`config.mk`:
```
export PLATFORM = sky130hd
export DESIGN_NAME = mem_region_decoder
export DESIGN_NICKNAME = d
export VERILOG_FILES = /design/src/rtl/mem_region_decoder.sv
export SDC_FILE = /design/constraint.sdc
export NUM_CORES = 1
export LEC_CHECK = 0
export ABC_CLOCK_PERIOD_IN_PS = 2600
export BUFFER_PORTS_ARGS = -buffer_cell sky130_fd_sc_hd__buf_2
export CORE_UTILIZATION = 49
export DETAILED_ROUTE_END_ITERATION = 6
export GPL_TIMING_DRIVEN = 0
export PLACE_DENSITY = 0.8
export SYNTH_ARGS = -nofsm -noshare
export SYNTH_HDL_FRONTEND = slang
export SYNTH_SLANG_ARGS = --single-unit
```
`constraint.sdc`:
```
create_clock -name clk -period 2.6 [get_ports clk]
set_input_delay 0.13 -clock clk [delete_from_list [all_inputs] [get_ports clk]]
set_output_delay 0.13 -clock clk [all_outputs]
set_load 0.01 [all_outputs]
```
`src/rtl/mem_region_decoder.sv`:
```
// -----------------------------------------------------------------------------
// mem_region_decoder
//
// Registered address decoder for the core's memory map. Each request is
// matched against NUM_REGIONS equally sized regions. One cycle later the block
// presents:
//   - a one-hot chip select
//   - the word index inside the selected region
//   - misaligned / unmapped fault flags
// It also keeps:
//   - a sticky record of the first faulting address
//   - saturating per-region hit counters for debug
//
// Handshake: req_valid qualifies req_addr and fault_clr is a plain strobe.
// There is no ready. Every cycle with req_valid high is accepted, and
// dec_valid pulses exactly one cycle later for that request. dec_valid is the
// only qualifier for cs / word_index / fault / fault_code.
//
// Ports
//   clk          in   rising-edge clock
//   rst          in   synchronous active-high reset
//   req_valid    in   request strobe
//   req_addr     in   32-bit byte address
//   fault_clr    in   clears fault_sticky / fault_addr
//   cs           out  one-hot region select (0 when idle or faulting)
//   word_index   out  (req_addr - base) >> 2 of the hit region, else 0
//   dec_valid    out  one-cycle-delayed copy of req_valid
//   fault        out  pulse for a misaligned or unmapped request
//   fault_code   out  {misaligned, unmapped}
//   fault_sticky out  set by the first fault since the last clear
//   fault_addr   out  address of that first fault
//   hit_count    out  packed saturating hit counters, region i at [CNT_W*i +: CNT_W]
// -----------------------------------------------------------------------------
module mem_region_decoder #(
  parameter int unsigned                 NUM_REGIONS  = 2,
  parameter logic [NUM_REGIONS*32-1:0]   REGION_BASE  = {32'h00002240, 32'h00000240},
  parameter int unsigned                 REGION_BYTES = 4096,
  parameter int unsigned                 INDEX_W      = 10,
  parameter int unsigned                 CNT_W        = 16
) (
  input  logic                         clk,
  input  logic                         rst,
  input  logic                         req_valid,
  input  logic [31:0]                  req_addr,
  input  logic                         fault_clr,
  output logic [NUM_REGIONS-1:0]       cs,
  output logic [INDEX_W-1:0]           word_index,
  output logic                         dec_valid,
  output logic                         fault,
  output logic [1:0]                   fault_code,
  output logic                         fault_sticky,
  output logic [31:0]                  fault_addr,
  output logic [NUM_REGIONS*CNT_W-1:0] hit_count
);

  // Registered state
  logic [NUM_REGIONS-1:0]       cs_q,     cs_d;
  logic [INDEX_W-1:0]           wi_q,     wi_d;
  logic                         dv_q,     dv_d;
  logic                         fault_q,  fault_d;
  logic [1:0]                   code_q,   code_d;
  logic                         sticky_q, sticky_d;
  logic [31:0]                  faddr_q,  faddr_d;
  logic [NUM_REGIONS*CNT_W-1:0] cnt_q,    cnt_d;

  // Decode results for the current request
  logic [NUM_REGIONS-1:0] hit_sel;
  logic                   any_hit;
  logic [INDEX_W-1:0]     hit_idx;
  logic [32:0]            addr33;
  logic [32:0]            base33;
  logic [32:0]            top33;
  logic                   misaligned;
  logic                   unmapped;
  logic                   fault_now;
  logic                   good_req;

  // Region match. Bounds are compared in 33 bits so a region ending at
  // 2^32 - 1 does not wrap. The ascending scan with the any_hit guard gives
  // priority to the lowest index when regions overlap, which keeps cs one-hot.
  always_comb begin
    addr33  = {1'b0, req_addr};
    base33  = '0;
    top33   = '0;
    hit_sel = '0;
    any_hit = 1'b0;
    hit_idx = '0;
    for (int i = 0; i < int'(NUM_REGIONS); i++) begin
      base33 = {1'b0, REGION_BASE[32*i +: 32]};
      top33  = base33 + 33'(REGION_BYTES - 1);
      if (!any_hit && (addr33 >= base33) && (addr33 <= top33)) begin
        any_hit    = 1'b1;
        hit_sel[i] = 1'b1;
        hit_idx    = INDEX_W'((req_addr - REGION_BASE[32*i +: 32]) >> 2);
      end
    end
  end

  assign misaligned = |req_addr[1:0];
  assign unmapped   = ~any_hit;
  assign fault_now  = misaligned | unmapped;
  assign good_req   = req_valid & ~fault_now;

  always_comb begin
    cs_d     = good_req ? hit_sel : '0;
    wi_d     = good_req ? hit_idx : '0;
    dv_d     = req_valid;
    fault_d  = req_valid & fault_now;
    code_d   = req_valid ? {misaligned, unmapped} : 2'b00;
    sticky_d = sticky_q;
    faddr_d  = faddr_q;
    // A new fault is captured when nothing is latched, or when the latch is
    // being cleared in the same cycle: the new fault takes precedence.
    if (req_valid && fault_now && (!sticky_q || fault_clr)) begin
      sticky_d = 1'b1;
      faddr_d  = req_addr;
    end else if (fault_clr) begin
      sticky_d = 1'b0;
      faddr_d  = '0;
    end
  end

  // Saturating hit counters; only a clean hit advances its region's counter.
  always_comb begin
    cnt_d = cnt_q;
    for (int i = 0; i < int'(NUM_REGIONS); i++) begin
      if (cs_d[i] && (cnt_q[CNT_W*i +: CNT_W] != {CNT_W{1'b1}})) begin
        cnt_d[CNT_W*i +: CNT_W] = cnt_q[CNT_W*i +: CNT_W] + 1'b1;
      end
    end
  end

  always_ff @(posedge clk) begin
    if (rst) begin
      cs_q     <= '0;
      wi_q     <= '0;
      dv_q     <= 1'b0;
      fault_q  <= 1'b0;
      code_q   <= 2'b00;
      sticky_q <= 1'b0;
      faddr_q  <= '0;
      cnt_q    <= '0;
    end else begin
      cs_q     <= cs_d;
      wi_q     <= wi_d;
      dv_q     <= dv_d;
      fault_q  <= fault_d;
      code_q   <= code_d;
      sticky_q <= sticky_d;
      faddr_q  <= faddr_d;
      cnt_q    <= cnt_d;
    end
  end

  assign cs           = cs_q;
  assign word_index   = wi_q;
  assign dec_valid    = dv_q;
  assign fault        = fault_q;
  assign fault_code   = code_q;
  assign fault_sticky = sticky_q;
  assign fault_addr   = faddr_q;
  assign hit_count    = cnt_q;

endmodule

```
After elaboration in Yosys (flattened, before gate mapping):

Cells that the tools add are included.

* bits in registers: 81
* latch bits: 0
* RAM bits: 0
* memory bits (read-only): 0
* output and inout bits: 81
* word-level logic and storage cells: 50
* memories: 0

* add/subtract/negate cells: 4
* multipliers: 0
* divide/modulo/power cells: 0
* order comparisons: 4
* eq/ne operators: 2
* shift operators: 0
* muxes and demuxes: 10
* bitwise logic cells: 7
* reduce and logical (&&, ||, !) cells: 14

Operators by type and width (number)
* $mux 32: 2
* $add 16x1->16 const B: 2
* $ge 32x10->1 const B: 1
* $ge 32x14->1 const B: 1
* $le 32x13->1 const B: 1
* $le 32x14->1 const B: 1
* $ne 16x16->1 const B: 2
* $sub 12x10->12 const B: 2
* $mux 10: 2
* $logic_and 1x1->1: 7
* $reduce_or 2->1: 3
* $mux 1: 5
* $not 1->1: 4
* $and 1x1->1: 2
* $logic_not 1->1: 2
* $mux 2: 1
* $reduce_bool 2->1: 1
* $logic_or 1x1->1: 1
* $or 1x1->1: 1

Longest topological paths before layout:

Gate-level depths: netlist (run 1).

* depth in word-level cells: 13
* mapped depth: 10

Worst setup path after synthesis (run 1):

No wires, ideal clock.

* path type: register -> register
* start: register cnt_q[0] (netlist: hit_count[0])
* end: register cnt_q[10] (netlist: hit_count[10])
* arrival time: 1.928 ns
* data required time: 2.477 ns
* slack: 0.549 ns
* cell stages (with the launch flop): 9
* cells stage by stage: dfxtp_1 > ha_1 > nand2_1 > nor2_1 > a41oi_1 > and3_1 > clkbuf_2 > and3_1 > mux2_1

* cells in the longest elaborated chain, start to end: 2

Ends and longest elaborated chain
* start: declaration: line 64 `logic [NUM_REGIONS*CNT_W-1:0] cnt_q, cnt_d;`
* start signal: assignment: line 151 `cnt_q <= cnt_d;`
* branches (longest 2 deep; another with $add 16x1->16)

Several ways; the timed one is not identified.
A chain may end at the register's enable or synchronous reset.

Final worst setup path (run 1):

Ends and elaborated chain as after synthesis.

==> results of run 1 <==
state kept, by name (all words and copies together) (netlist names):
register      cells
word_index       10
cs                2
hit_count        32
fault_addr       32
fault_code        2
fault_sticky      1
dec_valid         1
fault             1
cells by family after synthesis:
| logic type | count (synthesis) | share of synthesized area (%) |
|---|---|---|
| flip-flops | 81 | 45.9 |
| multiplexers | 5 | 1.52 |
| XOR/XNOR | 5 | 1.24 |
| AO/OA/AOI/OAI | 90 | 15.2 |
| buffers and inverters | 29 | 3.86 |
| AND/OR/NAND/NOR | 188 | 30.9 |
| adder cells (fa/ha/maj) | 4 | 1.42 |
per-layer routing:
metal | up-vias | GRT usage (%) | wire (um)
met5 | - | 0 | 0
met4 | 0 | 10.2 | 176
met3 | 14 | 4.08 | 459
met2 | 104 | 35.8 | 4140
met1 | 1568 | 32.1 | 4160
li1 | 1695 | - | -
per-stage QoR:
| stage | worst slack, ns | utilization, % | total power [mW] | hold slack [ns] |
|---|---|---|---|---|
| floorplan | 0.549 | - | 1.42 | 0.202 |
| global placement | 0.326 | 61.5 | 1.52 | 0.360 |
| detailed placement | 0.225 | 61.5 | 1.53 | 0.371 |
| CTS | 0.330 | 64.5 | 2.44 | 0.00347 |
| global route | 0.147 | 64.5 | 2.53 | 0.0214 |
| finish | 0.313 | 64.5 | 2.44 | 0.00550 |
area by class of cell:
cell class                 instances  area (sq um)
tap                               96           120
fill                             594          2440
buffer                            25           121
clock inverter                     7          77.6
clock buffer                       9           124
sequential                        81          1620
timing repair buffer             115           576
inverter                           4          15.0
multi-input combinational        292          1770
power by group:
part	total, mW	internal (mW)	switching (mW)
registers	1.28	1.27	0.0136
logic	0.216	0.0852	0.130
clock network	0.940	0.452	0.488
total	2.44	1.81	0.632
cell usage in the layout, fill, tap and decap left out, drive strengths merged, types with 4 or more instances in the layout:
cell type and instances:
a21oi 54, and2 4, and3 14, buf 125
clkbuf 24, dfxtp 81, ha 4, inv 6
nand2 43, nand2b 6, nand3 19, nand3b 30
nand4 8, nor2 22, nor2b 4, nor4 7
o21ai 21, or3 19
critical path: cells and delay by family, from the launching register on:
| family | cells | cell delay (ns) |
|---|---|---|
| simple gates | 4 | 0.89 |
| fa+ha+maj | 1 | 0.21 |
| flops | 1 | 0.39 |
| mux | 1 | 0.30 |
| buf+inv | 1 | 0.16 |
| compound gates | 1 | 0.22 |
path summary, 6_finish.rpt:
| check | end | slack (ns) | depth (start not counted) |
|---|---|---|---|
| worst max-delay path | hit_count[10] | 0.31 | 8 |
| worst min-delay path | word_index[4] | 0.006 | 2 |
| worst max register to register | hit_count[10] | 0.31 | 8 |
| worst min register to register | fault_addr[1] | 0.48 | 1 |
==> run_results.csv, run 1 <==
group,metric,value,unit
routing,detailroute.via_count,3381,
floorplan,die_x,86.9,um
min_path,hp-start,"req_addr[6]",
sta,slew-limit-headroom,62.2,%
yosys,synth_enable_flop_cells,0,
yosys,synth_fp_nets,442,
sta,fin_tns_setup,0,ns
clock_network,clock_tree.root_cell,"sky130_fd_sc_hd__clkbuf_8",
final_layout,final_layout_size_suffix_gt1_share,29.6,%
yosys,synth_top_area_cell,"sky130_fd_sc_hd__dfxtp_1",
pwr,worst_ir_drop_vdd,0.265,mV
final_layout,finalInstanceArea,4430,sq um
sta,timing.final.crit_share,88.0,%
routing,dr.pass1.iters,5,
yosys,top_cells_by_count_synth,"81 x sky130_fd_sc_hd__dfxtp_1, 53 x sky130_fd_sc_hd__a21oi_1, 43 x sky130_fd_sc_hd__nand2_1",
clock_network,cts_resized,0,
floorplan,dieHeight,86.9,um
placed_design,place.port_buffers,115,
run_status,status,"finished, final reports clean",
global_route,grt_antenna_before_repair,0,
floorplan,num_rows,30,
floorplan,die-area,7550,sq um
yosys,synth.top_cells.by_area,"sky130_fd_sc_hd__dfxtp_1 46%, sky130_fd_sc_hd__a21oi_1 7.5%, sky130_fd_sc_hd__nand3b_1 6.4%",
critical_path,cpPeakStageDelay,0.39,ns
final_layout,insertedDiodeCount,0,
flow_run,cap_viol_max_count,0,
routing,vias_per_cell,5.38,
min_path,class_of_the_worst_hold_path,"input pin to register",
placed_design,dp.cells,613,
yosys,cell_area_synth,3530,sq um
global_route,grt_pass1_vias,2926,
global_route,grt.total_usage,23.3,%
critical_path,cell_with_the_most_instances_on_the_worst_path,"sky130_fd_sc_hd__and3_1",
yosys,postSynthAreaPerCell,8.78,sq um
sta,final-setup-viol-count,0,
clock_network,clk_latency,0.35,ns
yosys,yosysWarnings,0,
critical_path,worstPathMaxFanout,7,
critical_path,critical_path.endpoint_type,"register",
floorplan,fp.coreArea,6870,sq um
clock_network,clock-sinks,81,
yosys,yosysTopAreaCellShare,45.9,%
clock_network,cts_htree_levels,3,
routing,drt_first_iter_violations,144,
critical_path,setup.worst_path.class,"register to register",
clock_network,cts-root-to-sink-buffers,2,
global_route,global_route.overflow_total,0,
critical_path,timing.critical_path.from_type,"register",
yosys,ys.flop_type,"sky130_fd_sc_hd__dfxtp_1",
sta,final_max_slew_viol_count,0,
clock_network,clock_tree_from_tritoncts,"yes",
routing,drtAntennaViolNets,0,
final_layout,post_layout_net_count,568,
pwr,cell_area_power_density,551,nW/um^2
routing,wire_per_inst,14.2,um
routing,routed_wl,8930,um
sta,worst_slew_pin_slew,0.566,ns
yosys,ys_types,50,
pwr,leakage_power_total,1.91,nW
placed_design,dpl_cell_area,4230,sq um
sta,hold_viol,0,
global_route,grt_max_degree,16,
yosys,synthMostInstantiatedCell,"sky130_fd_sc_hd__dfxtp_1",
floorplan,pin_count,117,
final_layout,area.growth.synth_to_final,25.4,%
critical_path,required,2.85,ns
clock_network,numCtsBuffers,9,
sta,timing.fmax,437,MHz
global_route,global_route_wire_length_before_repair,13800,um
clock_network,hold_buffers,0,
yosys,ys_seq_elements,81,
yosys,synth_seq_area_share,45.9,%
yosys,ys_async_sr_fraction,0,%
critical_path,critical-path-slowest-cell,"sky130_fd_sc_hd__dfxtp_1",
placed_design,routabilityCongestion,0.858,
clock_network,clk_pin_slew_worst_paths,0.09,ns
sta,worst_clock_skew,0.0106,ns
sta,rsz0062_at_grt,"no",
yosys,netlist_instances,402,
sta,post-route-min-period,2.29,ns
floorplan,start_util,51.4,%
routing,detail_route.drc_violations,0,
critical_path,critical_path.reg2reg.startpoint,"hit_count[0]",
critical_path,worst-endpoint-arrival,2.53,ns
clock_network,post_cts_repair_timing_setup_buffer_count,0,
critical_path,timing.critical_path.cells,"ha_1, nand2_1, nor2_1, a41oi_1, and3_1, clkbuf_2, and3_1, mux2_1",
critical_path,startpoint,"hit_count[0]",
placed_design,post-dp-hpwl,6420,um
final_layout,non_filler_cells_in_the_finished_layout,629,
Power figures use the tool's default switching activity.
==> run 2: changes to the inputs <==
--- a/config.mk
+++ b/config.mk
@@ -7,6 +7,7 @@
 export LEC_CHECK = 0
 export ABC_CLOCK_PERIOD_IN_PS = 2600
 export BUFFER_PORTS_ARGS = -buffer_cell sky130_fd_sc_hd__buf_2
+export CORE_ASPECT_RATIO = 1.25
 export CORE_UTILIZATION = 49
 export DETAILED_ROUTE_END_ITERATION = 6
 export GPL_TIMING_DRIVEN = 0
==> run_results.csv, run 2 (synthesis results as in run 1) <==
group,metric,value,unit
sta,hold_viol,0,
routing,detailroute.via_count,3447,
placed_design,place.port_buffers,115,
floorplan,pin_count,117,
floorplan,fp.coreArea,6980,sq um
sta,rsz0062_at_grt,"no",
final_layout,post_layout_net_count,569,
sta,final-setup-viol-count,0,
pwr,total_power_consumption_of_the_routed_design,2.53,mW
global_route,grt_antenna_before_repair,0,
routing,detail_route.drc_violations,0,
final_layout,layout_commonest_cell,"sky130_fd_sc_hd__buf_2",
sta,worst_slew_pin_slew,0.540,ns
pwr,cell_area_power_density,568,nW/um^2
clock_network,clk_pin_slew_worst_paths,0.08,ns
final_layout,layout.cells.most_common_list,"123 x sky130_fd_sc_hd__buf_2, 81 x sky130_fd_sc_hd__dfxtp_1, 53 x sky130_fd_sc_hd__a21oi_1, 43 x sky130_fd_sc_hd__nand2_1, 30 x sky130_fd_sc_hd__nand3b_1",
floorplan,die_x,77.9,um
critical_path,required,2.84,ns
critical_path,critical-path-slowest-cell,"sky130_fd_sc_hd__dfxtp_1",
critical_path,worst-endpoint-arrival,2.52,ns
sta,slew-limit-headroom,64.0,%
floorplan,die-area,7550,sq um
critical_path,timing.critical_path.cells,"ha_1, nand2_1, nor2_1, a41oi_1, and3_1, clkbuf_2, and3_1, mux2_1",
min_path,class_of_the_worst_hold_path,"input pin to register",
final_layout,area.growth.synth_to_final,26.3,%
routing,dr.pass1.iters,4,
final_layout,fillers,612,
routing,routed_wl,9190,um
final_layout,final_layout_size_suffix_gt1_share,29.6,%
critical_path,worst_path_dominant_cell_family,"simple AND/OR/NAND/NOR gates",
critical_path,worstPathMaxFanout,7,
clock_network,clock-sinks,81,
pwr,power.share.switching,24.1,%
floorplan,start_util,50.6,%
routing,drt_first_iter_violations,150,
global_route,global_route_wire_length_before_repair,14800,um
global_route,grt_max_degree,15,
floorplan,num_rows,34,
clock_network,cts_resized,0,
clock_network,clock_tree.root_cell,"sky130_fd_sc_hd__clkbuf_8",
global_route,grt.total_usage,24.9,%
run_status,status,"finished, final reports clean",
sta,timing.final.crit_share,87.9,%
pwr,power.share.combinational,8.6,%
clock_network,numCtsBuffers,9,
critical_path,critPathBufInv,1,
pwr,power.net_switching,0.611,mW
routing,wire_per_inst,14.7,um
placed_design,post-dp-hpwl,6770,um
sta,final_max_slew_viol_count,0,
pwr,cell_internal_pwr,1.92,mW
sta,worst_clock_skew,0.0109,ns
sta,fin_tns_setup,0,ns
final_layout,insertedDiodeCount,0,
pwr,worst_ir_drop_vdd,0.354,mV
pwr,leakage_power_total,1.92,nW
pwr,seqPwrFrac,50.6,%
clock_network,cts-root-to-sink-buffers,2,
placed_design,routabilityCongestion,0.813,
pwr,power.clock.fraction,40.8,%
floorplan,dieHeight,96.9,um
critical_path,cell_with_the_most_instances_on_the_worst_path,"sky130_fd_sc_hd__and3_1",
global_route,global_route.overflow_total,0,
sta,post-route-min-period,2.29,ns
critical_path,setup.worst_path.class,"register to register",
sta,timing.fmax,438,MHz
clock_network,cts_htree_levels,3,
critical_path,timing.critical_path.from_type,"register",
flow_run,cap_viol_max_count,0,
clock_network,clock_tree_from_tritoncts,"yes",
clock_network,clk_latency,0.35,ns
global_route,grt_pass1_vias,3154,
routing,vias_per_cell,5.52,
critical_path,cpPeakStageDelay,0.40,ns
critical_path,critical_path.endpoint_type,"register",
routing,drtAntennaViolNets,0,
==> run 2: worst paths after layout <==
| kind | from | end | slack (ns) | cells past startpoint |
|---|---|---|---|---|
| setup / recovery | hit_count[0] | hit_count[10] | 0.31 | 8 |
| setup reg to reg | hit_count[0] | hit_count[10] | 0.31 | 8 |
| hold / removal | req_addr[1] | fault_addr[1] | 0.02 | 2 |
| hold reg to reg | fault_addr[1] | fault_addr[1] | 0.48 | 1 |
==> run 2: area by class of cell <==
class                           count  area [sq um]  share of cell area, %
Clock buffer                       10           138                   3.09
Tap cell                           90           113                   2.53
Sequential cell                    81          1620                   36.4
Timing Repair Buffer              116           586                   13.1
Inverter                            4          15.0                  0.337
Buffer                             25           121                   2.72
Clock inverter                      6          91.3                   2.05
Multi-Input combinational cell    292          1770                   39.8
==> run 2: power groups by stage <==
stage	clock network (mW)	logic [mW]	registers (mW)
CTS	1.05	0.218	1.28
global route	1.10	0.239	1.29
detailed placement	0	0.216	1.31
floorplan	0	0.0997	1.33
global placement	0	0.213	1.31
finish	1.03	0.218	1.28
==> run 2: timing repair <==
item,CTS,global route
hold endpoints to repair,1,0
buffers inserted,0,0
hold buffers,1,0
setup endpoints to repair,0,0
==> run 2: per-stage QoR <==
step	instances	cell area, sq um	util (%)	hold slack (ns)	setup slack (ns)
final	624	4460	63.9	0.0174	0.314
after global routing	624	4460	63.9	0.0145	0.101
after CTS	624	4460	63.9	0.00729	0.315
after detailed placement	607	4220	60.5	0.360	0.264
after global placement	607	4220	60.5	0.356	0.286
after floorplan	402	3530	-	0.202	0.549
==> run 2: metal layers <==
| metal | routed length (um) | share of wire (%) | up-vias | GRT usage [%] |
|---|---|---|---|---|
| met3 | 593 | 6.5 | 9 | 6.32 |
| met5 | 0 | 0 | - | 0 |
| met2 | 4520 | 49 | 107 | 42.3 |
| li1 | - | - | 1709 | - |
| met4 | 102 | 1.1 | 0 | 8.12 |
| met1 | 3980 | 43 | 1622 | 30.4 |
